### src/rtl/keypad_lockout_ctrl.sv
// ---------------------------------------------------------------------------
// keypad_lockout_ctrl
//
// Sits between the keypad decoder and the password FSM.
// - Counts consecutive failed password attempts. It detects the FAIL word
//   appearing on the FSM's display output.
// - After MAX_FAILS consecutive failures it locks the keypad for LOCK_SEC
//   seconds.
// - Owns the 4-digit display. While armed it shows the FSM word. While
//   locked it shows "L-nn", where nn is a BCD countdown of the seconds left.
//
// Parameters
//   MAX_FAILS       consecutive FAILs that trigger lockout (1..15)
//   LOCK_SEC        lockout duration in seconds (1..99)
//   CYCLES_PER_SEC  clk cycles per second
//
// Ports
//   clk            in   1   system clock
//   reset          in   1   asynchronous, active-high reset
//   key_value      in   4   keypad code (0-9 digits, C clear, E enter)
//   key_valid      in   1   one-cycle strobe qualifying key_value
//   fsm_display    in   16  display word from the password FSM
//   fsm_key_value  out  4   key code forwarded to the FSM (combinational)
//   fsm_key_valid  out  1   key strobe, gated off while locked (combinational)
//   display_data   out  16  four nibble character codes for the 7-seg driver
//   locked         out  1   high while the keypad is locked out (registered)
//   fail_count     out  4   current consecutive-fail count (registered)
// ---------------------------------------------------------------------------
module keypad_lockout_ctrl #(
    parameter int unsigned MAX_FAILS      = 3,
    parameter int unsigned LOCK_SEC       = 30,
    parameter int unsigned CYCLES_PER_SEC = 50_000_000
) (
    input  logic        clk,
    input  logic        reset,
    input  logic [3:0]  key_value,
    input  logic        key_valid,
    input  logic [15:0] fsm_display,
    output logic [3:0]  fsm_key_value,
    output logic        fsm_key_valid,
    output logic [15:0] display_data,
    output logic        locked,
    output logic [3:0]  fail_count
);

    localparam int unsigned TIMER_W = (CYCLES_PER_SEC > 1) ? $clog2(CYCLES_PER_SEC) : 1;

    localparam logic [15:0] FAIL_WORD = 16'hDA1E;
    localparam logic [15:0] PASS_WORD = 16'hBACC;
    localparam logic [15:0] IDLE_WORD = 16'hFFFF;
    localparam logic [3:0]  CHAR_L    = 4'hE;
    localparam logic [3:0]  CHAR_DASH = 4'hF;

    // The lockout length is preloaded as two BCD digits.
    localparam logic [3:0]  LOCK_TENS  = 4'(LOCK_SEC / 10);
    localparam logic [3:0]  LOCK_ONES  = 4'(LOCK_SEC % 10);
    localparam logic [3:0]  FAIL_LIMIT = 4'(MAX_FAILS - 1);
    localparam logic [TIMER_W-1:0] TIMER_LAST = TIMER_W'(CYCLES_PER_SEC - 1);

    typedef enum logic {
        ST_ARMED  = 1'b0,
        ST_LOCKED = 1'b1
    } state_t;

    state_t              state_r;
    state_t              state_s;
    logic [3:0]          fail_count_r;
    logic [3:0]          fail_count_s;
    logic [7:0]          countdown_r;
    logic [7:0]          countdown_s;
    logic [TIMER_W-1:0]  sec_timer_r;
    logic [TIMER_W-1:0]  sec_timer_s;
    logic [15:0]         display_r;
    logic [15:0]         display_s;
    logic                locked_r;
    logic [15:0]         prev_disp_r;
    logic                fail_seen_s;
    logic                pass_seen_s;
    logic                tick_s;

    // Decrement a 2-digit BCD value.
    // When the ones digit is 0 it becomes 9 and one is borrowed from the tens digit.
    function automatic logic [7:0] bcd_dec(input logic [7:0] value);
        logic [7:0] result;
        if (value[3:0] == 4'd0) begin
            result = {value[7:4] - 4'd1, 4'd9};
        end else begin
            result = {value[7:4], value[3:0] - 4'd1};
        end
        return result;
    endfunction

    // Detect only the first cycle of FAIL and PASS words.
    // A word that stays on the display is therefore counted once.
    assign fail_seen_s = (fsm_display == FAIL_WORD) && (prev_disp_r != FAIL_WORD);
    assign pass_seen_s = (fsm_display == PASS_WORD) && (prev_disp_r != PASS_WORD);
    assign tick_s      = (sec_timer_r == TIMER_LAST);

    // Keys reach the FSM only while armed; keys pressed while locked are dropped.
    assign fsm_key_value = key_value;
    assign fsm_key_valid = key_valid && (state_r == ST_ARMED);

    assign display_data = display_r;
    assign locked       = locked_r;
    assign fail_count   = fail_count_r;

    // Next-state, fail-count, countdown and display computation.
    always_comb begin
        state_s      = state_r;
        fail_count_s = fail_count_r;
        countdown_s  = countdown_r;
        sec_timer_s  = sec_timer_r;
        display_s    = display_r;
        case (state_r)
            ST_ARMED: begin
                display_s   = fsm_display;
                sec_timer_s = '0;
                if (pass_seen_s) begin
                    fail_count_s = 4'd0;
                end else if (fail_seen_s) begin
                    // Compare with >= so that fail_count can never pass the limit.
                    if (fail_count_r >= FAIL_LIMIT) begin
                        state_s      = ST_LOCKED;
                        fail_count_s = 4'd0;
                        countdown_s  = {LOCK_TENS, LOCK_ONES};
                    end else begin
                        fail_count_s = fail_count_r + 4'd1;
                    end
                end else begin
                    fail_count_s = fail_count_r;
                end
            end
            ST_LOCKED: begin
                display_s = {CHAR_L, CHAR_DASH, countdown_r};
                if (tick_s) begin
                    sec_timer_s = '0;
                    if (countdown_r == 8'h01) begin
                        state_s     = ST_ARMED;
                        countdown_s = 8'h00;
                    end else begin
                        countdown_s = bcd_dec(countdown_r);
                    end
                end else begin
                    sec_timer_s = sec_timer_r + TIMER_W'(1);
                end
            end
            default: begin
                state_s      = ST_ARMED;
                fail_count_s = 4'd0;
                countdown_s  = 8'h00;
                sec_timer_s  = '0;
                display_s    = IDLE_WORD;
            end
        endcase
    end

    // State and datapath registers, with the asynchronous reset.
    always_ff @(posedge clk or posedge reset) begin
        if (reset) begin
            state_r      <= ST_ARMED;
            fail_count_r <= 4'd0;
            countdown_r  <= 8'h00;
            sec_timer_r  <= '0;
            display_r    <= IDLE_WORD;
            locked_r     <= 1'b0;
            prev_disp_r  <= IDLE_WORD;
        end else begin
            state_r      <= state_s;
            fail_count_r <= fail_count_s;
            countdown_r  <= countdown_s;
            sec_timer_r  <= sec_timer_s;
            display_r    <= display_s;
            locked_r     <= (state_r == ST_LOCKED);
            prev_disp_r  <= fsm_display;
        end
    end

endmodule

### config.mk
export PLATFORM = sky130hd
export DESIGN_NAME = keypad_lockout_ctrl
export DESIGN_NICKNAME = d
export VERILOG_FILES = /design/src/rtl/keypad_lockout_ctrl.sv
export SDC_FILE = /design/constraint.sdc
export NUM_CORES = 1
export LEC_CHECK = 0
export ABC_AREA = 1
export CORE_MARGIN = 2
export CORE_UTILIZATION = 55
export DETAILED_ROUTE_END_ITERATION = 7
export PLACE_DENSITY = 0.88
export SLEW_MARGIN = 15
export SYNTH_ARGS = -nofsm -noshare
export SYNTH_HDL_FRONTEND = slang
export SYNTH_SLANG_ARGS = --single-unit
### constraint.sdc
create_clock -name clk -period 2.9 [get_ports clk]
set_input_delay 0.58 -clock clk [delete_from_list [all_inputs] [get_ports clk]]
set_output_delay 0.58 -clock clk [all_outputs]
set_load 0.01 [all_outputs]
==> flow_summary.json <==
{
  "status": "completed",
  "min_period_ns": 2.274,
  "synth_adder_area_share": 0.02326,
  "worst_slack_ns": 0.6263,
  "power_density_nw_per_um2": 465.3,
  "cts_hold_buffers": 0,
  "synth_simple_gate_area_frac": 0.3353,
  "worst_slew_pin_slew_ns": 0.8552,
  "synth.area.mux_share": 0,
  "drv_slew": 0,
  "clock_path_buffers": 2,
  "clk_pin_slew_ns": 0.07,
  "grt_pass1_wl_um": 15320,
  "leakagePower_uw": 0.002072,
  "design_area_um2": 4478,
  "core_um2": 6719,
  "hp-class": "flop to flop",
  "tns_ns": 0,
  "crit_end": "fsm_key_valid",
  "vias": 3386,
  "syn_area_um2": 3765,
  "crit_fanout": 1,
  "ys_warn_count": 0,
  "hold_viol": 0,
  "netSwitchingPower_uw": 450.0,
  "internal_power_uw": 1633,
  "grt_overflow_total": 0,
  "gp_congestion": 0.9683,
  "nFillCells": 471,
  "hpwl_um": 6352,
  "startpoint": "key_valid",
  "cts-buffers-inserted": 9,
  "synthCells": 473,
  "r2r_cells": 13,
  "post_dp_cell_area_um2": 4240,
  "rsz0062_at_grt": "no",
  "wl_per_cell_um": 15.53,
  "die_w_um": 86.74,
  "fin_util": 0.6665,
  "syn_nets": 503,
  "drc": 0,
  "pin_count": 49,
  "ys_seq_area_frac": 0.4892,
  "dr.pass1.iters": 5,
  "yosysTopAreaCell": "dfrtp_1",
  "cp-end-kind": "output pin",
  "antennaDiodeCount": 0,
  "comb_power_share": 0.043,
  "worstPathRequired_ns": 2.32,
  "total_power_uw": 2083,
  "die_y_um": 86.74,
  "antenna_left": 0,
  "antenna_found_initial": 0,
  "slew_headroom": 0.4292,
  "setup_viol": 0,
  "fmax_mhz": 439.8,
  "die_area_um2": 7523,
  "synth_top_area_frac": 0.2659,
  "clk_latency_ns": 0.35,
  "portBuffers": 40,
  "synthXorXnorAreaFrac": 0.02792,
  "critical_path_class": "primary input to output pin",
  "row_count": 30,
  "drive_gt1_frac": 0.1552,
  "finalCritPeriodShare": 0.7840,
  "grt_usage": 0.2617,
  "synthTopCellsByArea": "dfrtp_1 27%, dfstp_2 22%, nand2_1 12%, nor2_1 8.1%, inv_1 5.7%",
  "htreeDepth": 3,
  "viasPerCell": 5.625,
  "fin_skew_ns": 0.01134,
  "cts_tree": "yes",
  "peakVddDrop_mv": 0.2690,
  "rr_startpoint": "sec_timer_r[0]",
  "postCtsSetupBuffers": 0,
  "start_util": 0.5603,
  "totalWireLength_um": 9348,
  "swShare": 0.2160,
  "maxCapViolations": 0,
  "grt_max_degree": 37,
  "post_cts_resized": 0,
  "fin_nets": 547,
  "syn_avg_cell_area_um2": 7.960,
  "power_frac_seq": 0.496,
  "worst_setup_path_start_kind": "primary input",
  "crit_arrival_ns": 1.69,
  "rrSetupSlack_ns": 0.80,
  "ys_ff_latch": 72,
  "r2r_end": "countdown_r[0]",
  "clockRootBuffer": "clkbuf_8",
  "dp_slack_ns": 0.5876,
  "clkPwrFrac": 0.461,
  "areaGrowthSynthToFinish_pct": 18.94,
  "grt_pass1_vias": 3325,
  "synth_top_family_by_area": "simple AND/OR/NAND/NOR gates",
  "synth-compound-area-share": 0.04719,
  "synth_cell_type_count": 34,
  "clock_sinks": 72,
  "drt_iter0_markers": 255
}
-- metrics by stage --
step                      cells  hold WS (ns)
after floorplan             473        0.3487
after global placement      586        0.4457
after detailed placement    586        0.4610
after CTS                   602        0.4761
after global routing        602        0.5248
final                       602        0.4770
-- critical path, cell delays in order --
cell and delay [ns]:
clkdlybuf4s50_1 0.45, inv_1 0.04, nor2_1 0.08, clkdlybuf4s50_1 0.54
-- synth_stat cells --
cell	count
nand2_1	124
nor2_1	81
inv_1	57
dfrtp_1	40
dfstp_2	32
nand3_1	31
a21oi_1	13
nand4_1	12
o21ai_0	11
ha_1	7
nor2_4	7
xnor2_1	6
xor2_1	6
buf_4	5
nand2_2	5
nor3_2	4
or2_2	4
buf_2	3
nor2_2	3
nor3_1	3
a31oi_1	2
clkbuf_1	2
inv_2	2
nor4_1	2
o21ai_1	2
a21boi_4	1
a21oi_2	1
clkinv_1	1
clkinv_2	1
nand2_4	1
nand3_2	1
nand3b_1	1
nand4_2	1
o21a_1	1
-- cell usage in the layout (no fill, tap or decap), drive strengths merged, types with 4 or more instances in the layout --
cell type / instances
nand2: 130
nor2: 91
inv: 59
dfrtp: 40
clkdlybuf4s50: 40
dfstp: 32
nand3: 32
a21oi: 14
nand4: 13
o21ai: 13
clkbuf: 11
ha: 7
nor3: 7
xor2: 6
xnor2: 6
or2: 4
-- logic make-up (layout without fill, tap and decap cells) --
kind of cell | count (synthesis) | count (layout)
buf+inv | 71 | 120
flops | 72 | 72
xor+xnor | 12 | 12
simple gates | 280 | 280
fa+ha+maj | 7 | 7
compound gates | 31 | 31
-- sequential cells by signal, indices dropped and copies added, names as in the netlist --
name          count
locked            1
fail_count        4
prev_disp_r      16
sec_timer_r      26
state_r           1
countdown_r       8
display_data     16
-- how the worst min path moves through the flow --
stage              startpoint              to  slack [ns]  cells after the start
3_3_place_gp   sec_timer_r[0]  sec_timer_r[0]        0.45                      1
3_5_place_dp   countdown_r[6]  countdown_r[6]        0.46                      2
4_1_cts        countdown_r[6]  countdown_r[6]        0.48                      2
2_1_floorplan         state_r          locked        0.35                      0
6_report       countdown_r[6]  countdown_r[6]        0.48                      2
5_1_grt        sec_timer_r[0]  sec_timer_r[0]        0.52                      1
-- routing by layer --
metal	global-route usage	up-vias	wire length [um]
li1	-	1560	-
met1	0.3267	1614	3843
met2	0.4469	180	4607
met3	0.05048	32	648
met4	0.1051	0	248
met5	0	-	0
-- layout make-up --
cell class                 instances  area, um2  area share
clock buffer                      11      131.4     0.02934
clock inverter                     5      106.4     0.02375
inverter                          61      230.2     0.05141
multi-input combinational        330       1633      0.3646
sequential                        72       1842      0.4113
tap                               80      100.1     0.02235
timing repair buffer              43      435.4     0.09723
-- power groups by stage --
stage / Clock [uW] / Combinational (uW) / Sequential (uW)
2_1_floorplan: 0 / 41.7 / 1050
3_3_place_gp: 0 / 82.3 / 1050
3_5_place_dp: 0 / 85.2 / 1050
4_1_cts: 962 / 87.9 / 1030
5_1_grt: 1010 / 97.1 / 1030
6_report: 961 / 88.6 / 1030
Note: power is estimated with default switching activity, not from simulation.
